==> src/rtl/ext_pkg.sv <==
// Shared control encodings for the immediate/load extension pipe.
package ext_pkg;
    localparam int CTRL_W = 3;

    typedef enum logic [CTRL_W-1:0] {
        CTRL_ZEXT = 3'b000,
        CTRL_SEXT = 3'b001,
        CTRL_LUI  = 3'b010,
        CTRL_BOFF = 3'b011,
        CTRL_LB   = 3'b100,
        CTRL_LBU  = 3'b101,
        CTRL_LH   = 3'b110,
        CTRL_LHU  = 3'b111
    } ext_ctrl_e;
endpackage

==> src/rtl/ext_comb.sv <==
// Combinational immediate extension and load byte/halfword selection.
// Load modes (100-111) exist only when EXT_LOAD_EN is defined; otherwise they yield zero.
module ext_comb
    import ext_pkg::*;
#(
    parameter int IMM_W  = 16,
    parameter int DATA_W = 32
) (
    input  logic [CTRL_W-1:0] i_ctrl,
    input  logic [IMM_W-1:0]  i_imm,
    input  logic [DATA_W-1:0] i_word,
    input  logic [1:0]        i_addr_lo,
    output logic [DATA_W-1:0] o_data,
    output logic              o_misalign
);
    logic [DATA_W-1:0] w_zext;
    logic [DATA_W-1:0] w_sext;

    assign w_zext = {{(DATA_W-IMM_W){1'b0}}, i_imm};
    assign w_sext = {{(DATA_W-IMM_W){i_imm[IMM_W-1]}}, i_imm};

`ifdef EXT_LOAD_EN
    logic [7:0]  w_byte;
    logic [15:0] w_half;

    assign w_byte = i_word[8*i_addr_lo +: 8];
    assign w_half = i_addr_lo[1] ? i_word[16 +: 16] : i_word[0 +: 16];
`else
    logic w_unused_load;
    assign w_unused_load = ^{i_word, i_addr_lo};
`endif

    always_comb begin
        o_data     = '0;
        o_misalign = 1'b0;
        case (i_ctrl)
            CTRL_ZEXT: o_data = w_zext;
            CTRL_SEXT: o_data = w_sext;
            CTRL_LUI:  o_data = {i_imm, {(DATA_W-IMM_W){1'b0}}};
            CTRL_BOFF: o_data = w_sext << 2;
`ifdef EXT_LOAD_EN
            CTRL_LB:   o_data = {{(DATA_W-8){w_byte[7]}}, w_byte};
            CTRL_LBU:  o_data = {{(DATA_W-8){1'b0}}, w_byte};
            // Odd-address halfword: flag it and return zero rather than a torn value.
            CTRL_LH:   if (i_addr_lo[0]) o_misalign = 1'b1;
                       else o_data = {{(DATA_W-16){w_half[15]}}, w_half};
            CTRL_LHU:  if (i_addr_lo[0]) o_misalign = 1'b1;
                       else o_data = {{(DATA_W-16){1'b0}}, w_half};
`endif
            default: ;
        endcase
    end
endmodule

==> src/rtl/ext_pipe.sv <==
// Single-stage extension pipe: main output register plus one-entry skid buffer.
// Load modes are built only with macro EXT_LOAD_EN defined (requires DATA_W == 32).
module ext_pipe
    import ext_pkg::*;
#(
    parameter int IMM_W  = 16,
    parameter int DATA_W = 32
) (
    input  logic              clk,
    input  logic              reset,
    input  logic              in_valid,
    output logic              in_ready,
    input  logic [2:0]        in_ctrl,
    input  logic [IMM_W-1:0]  in_imm,
    input  logic [DATA_W-1:0] in_word,
    input  logic [1:0]        in_addr_lo,
    output logic              out_valid,
    input  logic              out_ready,
    output logic [DATA_W-1:0] out_data,
    output logic              out_misalign
);
    logic [DATA_W-1:0] w_data;
    logic              w_misalign;
    logic              w_accept;
    logic              w_main_free;

    logic              r_out_valid;
    logic [DATA_W-1:0] r_out_data;
    logic              r_out_mis;
    logic              r_skid_full;
    logic [DATA_W-1:0] r_skid_data;
    logic              r_skid_mis;

    ext_comb #(.IMM_W(IMM_W), .DATA_W(DATA_W)) u_comb (
        .i_ctrl     (in_ctrl),
        .i_imm      (in_imm),
        .i_word     (in_word),
        .i_addr_lo  (in_addr_lo),
        .o_data     (w_data),
        .o_misalign (w_misalign)
    );

    // in_ready depends only on registered state, never on out_ready.
    assign in_ready    = ~r_skid_full;
    assign w_accept    = in_valid & in_ready;
    assign w_main_free = ~r_out_valid | out_ready;

    always_ff @(posedge clk) begin
        if (reset) begin
            r_out_valid <= 1'b0;
            r_out_data  <= '0;
            r_out_mis   <= 1'b0;
            r_skid_full <= 1'b0;
            r_skid_data <= '0;
            r_skid_mis  <= 1'b0;
        end else if (w_main_free) begin
            // Skid drains first to keep order; a full skid blocks new accepts.
            if (r_skid_full) begin
                r_out_valid <= 1'b1;
                r_out_data  <= r_skid_data;
                r_out_mis   <= r_skid_mis;
                r_skid_full <= 1'b0;
            end else if (w_accept) begin
                r_out_valid <= 1'b1;
                r_out_data  <= w_data;
                r_out_mis   <= w_misalign;
            end else begin
                r_out_valid <= 1'b0;
            end
        end else if (w_accept) begin
            r_skid_full <= 1'b1;
            r_skid_data <= w_data;
            r_skid_mis  <= w_misalign;
        end
    end

    assign out_valid    = r_out_valid;
    assign out_data     = r_out_data;
    assign out_misalign = r_out_mis;
endmodule

==> config.mk <==
export PLATFORM = sky130hd
export DESIGN_NAME = ext_pipe
export DESIGN_NICKNAME = d
export VERILOG_FILES = /design/src/rtl/ext_pkg.sv /design/src/rtl/ext_comb.sv /design/src/rtl/ext_pipe.sv
export SDC_FILE = /design/constraint.sdc
export NUM_CORES = 1
export LEC_CHECK = 0
export BUFFER_PORTS_ARGS = -buffer_cell sky130_fd_sc_hd__clkbuf_2
export CORE_MARGIN = 1
export CORE_UTILIZATION = 39
export CTS_BUF_LIST = sky130_fd_sc_hd__clkbuf_4 sky130_fd_sc_hd__clkbuf_8 sky130_fd_sc_hd__clkbuf_16
export DETAILED_ROUTE_END_ITERATION = 6
export GPL_TIMING_DRIVEN = 0
export PLACE_DENSITY_LB_ADDON = 0.1
export SKIP_LAST_GASP = 1
export SYNTH_ARGS = -nofsm -noshare
export SYNTH_HDL_FRONTEND = slang
export SYNTH_SLANG_ARGS = --single-unit
==> constraint.sdc <==
create_clock -name clk -period 1.8 [get_ports clk]
set_input_delay 0.54 -clock clk [delete_from_list [all_inputs] [get_ports clk]]
set_output_delay 0.54 -clock clk [all_outputs]
set_load 0.01 [all_outputs]
==> flow_metrics.py <==
metrics = {
    "detailed_routing": {
        "vias": 3315,
        "drtPass1Iterations": 5,
        "ant_nets": 0,
        "drc": 0,
        "viasPerCell": 5.867,
        "wl_per_cell_um": 18.12,
        "drt-total-wl_um": 10240,
        "drtIter0Drc": 286,
    },
    "yosys": {
        "syn_nets": 451,
        "synth-edff-count": 0,
        "synth_xor_xnor_area_share": 0,
        "yosysWarnings": 0,
        "synth-compound-area-share": 0.3245,
        "synthAdderAreaFrac": 0,
        "muxShareOfSynthArea": 0.003072,
        "synth_top_family_by_area": "compound AO/OA/AOI/OAI gates",
        "yosysSeqAreaShare": 0.4055,
        "synth_top_flop_cell": "dfxtp_1",
        "syn_area_mm2": 0.003258,
        "synthCells": 394,
        "yosys.area_share.simple": 0.1989,
        "synth.distinct_cells": 37,
        "syn_avg_cell_area_um2": 8.269,
        "ys_seq_elements": 66,
        "synthArstFlopShare": 0,
    },
    "clock_network": {
        "clk_pin_slew_worst_paths_ps": 80,
        "clock_path_buffers": 2,
        "htreeDepth": 3,
        "cts_tree": "done",
        "cts-root-buf": "clkbuf_8",
        "clkSinkCount": 66,
        "numCtsBuffers": 9,
        "postCtsSetupRepairBufs": 0,
        "hold_buffers": 0,
        "insertion_delay_ps": 350,
    },
    "placement": {
        "gp_congestion": 0.9224,
        "dp_slack_ps": -99.55,
        "port_buffers": 54,
        "dp_hpwl_um": 7521,
        "dpl.cell_count": 550,
    },
    "cells_and_area": {
        "area_growth_pct": 19.66,
        "instances_no_fill": 565,
        "multi_input_area_mm2": 0.001724,
        "final_cell_mix": "66 x dfxtp_1, 56 x o211ai_1, 54 x clkbuf_2",
        "n_antenna_cell": 0,
        "final_util": 0.4943,
        "fillCellCount": 787,
        "final_common_cell": "dfxtp_1",
        "regArea_mm2": 0.001321,
        "nets": 515,
        "layout-drive-gt1-share": 0.2073,
    },
    "sta": {
        "hold_viol_final": 0,
        "finalClockSkew_ps": 7.618,
        "fin_hold_ws_ps": 457.2,
        "finalMaxSlewViolations": 0,
        "setup_viol": 0,
        "relSlewSlack": 0.6261,
        "fin_ws_ps": 96.54,
        "period_share": 0.9464,
        "worst_slew_pin_slew_ps": 560.8,
        "tns_ps": 0,
        "rsz0062_at_grt": "yes",
        "fmax_ghz": 0.5870,
        "fin_crit_ps": 1703,
    },
    "critical_path": {
        "crit_chain": "nor2b_1 > clkbuf_1 > o21ai_0 > a31oi_1",
        "path_buf_inv": 1,
        "rr_startpoint": "out_valid",
        "end_kind": "flip-flop",
        "required_ps": 2070,
        "criticalPathCategory": "flip-flop to flip-flop",
        "critPathMaxFanout": 10,
        "cp_top_family": "simple AND/OR/NAND/NOR gates",
        "r2r_slack_ps": 100,
        "slowest_stage": "nor2b_1",
        "cp-start-kind": "flip-flop",
        "r2r_cells": 4,
        "max_stage_delay_ps": 430,
        "crit_arrival_ps": 1970,
        "reg2reg_to": "out_data[12]",
    },
    "pwr": {
        "peakVddDrop_mv": 0.4030,
        "p_per_area_mw_per_mm2": 891.2,
        "p_leak_nw": 1.431,
    },
    "grt": {
        "antenna_found_initial": 0,
        "grt_usage": 0.2517,
        "grt_overflow": 0,
        "grt_pass1_wl_um": 16730,
        "grt_max_degree": 18,
        "grt_pass1_vias": 3206,
    },
    "worst_hold_path": {
        "hold_class": "flip-flop to flip-flop",
        "hold_end": "r_skid_data[26]",
        "holdPathStages": 2,
        "hold_start": "r_skid_data[26]",
    },
    "die": {
        "die_area_mm2": 0.008724,
        "rows": 32,
        "chipHeight_um": 93.40,
        "coreArea_mm2": 0.007888,
        "start_util": 0.4131,
        "io_pins": 92,
        "die_w_um": 93.40,
    },
    "job": {
        "drv_cap": 0,
    },
    "status": {
        "status": "completed",
    },
}
-- cell usage after synthesis (2+ instances only) --
library cell	instances	share of area
a211oi_1	2	0.0046
a21oi_1	52	0.080
a22oi_1	2	0.0046
a311oi_1	16	0.043
a31oi_1	13	0.025
and3_1	14	0.027
and3b_1	14	0.038
buf_1	2	0.0023
buf_2	15	0.023
buf_4	3	0.0069
clkbuf_1	25	0.029
dfxtp_1	66	0.41
nand2_1	48	0.055
nand3_1	15	0.023
nor2_2	2	0.0038
nor2b_1	15	0.029
nor3_1	2	0.0031
o2111ai_1	2	0.0054
o211ai_1	56	0.13
o21ai_0	13	0.020
-- sequential cells by signal (all words and copies together), names as in the netlist --
| signal | cells |
|---|---|
| r_skid_full | 1 |
| r_skid_data | 32 |
| out_data | 32 |
| out_valid | 1 |
-- cell families (layout without fill, tap and decap cells) --
group	Yosys count	count (layout)
AO/OA/AOI/OAI	160	160
buffers and inverters	48	117
other	1	1
AND/OR/NAND/NOR	118	118
flip-flops	66	66
multiplexers	1	1
-- cell type report --
type | count | share of cell area
Tap cell | 102 | 0.03273
Clock inverter | 4 | 0.01893
Timing Repair Buffer | 54 | 0.06932
Multi-Input combinational cell | 280 | 0.4422
Sequential cell | 66 | 0.3389
Clock buffer | 12 | 0.04076
Buffer | 45 | 0.05327
Inverter | 2 | 0.003851
-- routing by layer --
layer | track usage | vias up | part of all wire
met3 | 0.05122 | 17 | 0.072
li1 | - | 1607 | -
met4 | 0.1064 | 0 | 0.024
met2 | 0.3787 | 134 | 0.44
met5 | 0 | - | 0
met1 | 0.3480 | 1557 | 0.47
-- through the flow --
step           total power [W]  cell area (um2)
2_1_floorplan         0.001849             3258
3_3_place_gp          0.002019             3656
3_5_place_dp          0.002027             3656
4_1_cts               0.003486             3891
5_1_grt               0.003589             3899
6_report              0.003475             3899
-- report_power, final --
part	internal (W)	switching [W]
combinational	0.000163	0.000300
sequential	0.00151	0.0000265
clock	0.000872	0.000602
-- how the worst max path moves through the flow --
stage                     start           end  slack, ps  cells after the start
global placement      out_ready   out_data[2]        -70                      6
global route          out_valid  out_data[12]        -30                      4
CTS                 r_skid_full      in_ready         40                      3
floorplan            in_ctrl[1]  out_data[16]        320                      4
detailed placement    out_ready   out_data[3]       -100                      6
finish                out_valid  out_data[12]        100                      4
-- worst register-to-register path: cells and delay by family, from the launching register on --
kind | cells | cell delay [ps]
buffers and inverters | 1 | 400
flip-flops | 1 | 410
AO/OA/AOI/OAI | 2 | 380
AND/OR/NAND/NOR | 1 | 430
-- repair_timing --
action                                  4_1_cts  5_1_grt
endpoints found under the hold margin         0        0
endpoints found under the setup margin        1        3
resized for setup                             3        2
gates cloned                                  0        0
Note: power is estimated with default switching activity, not from simulation.
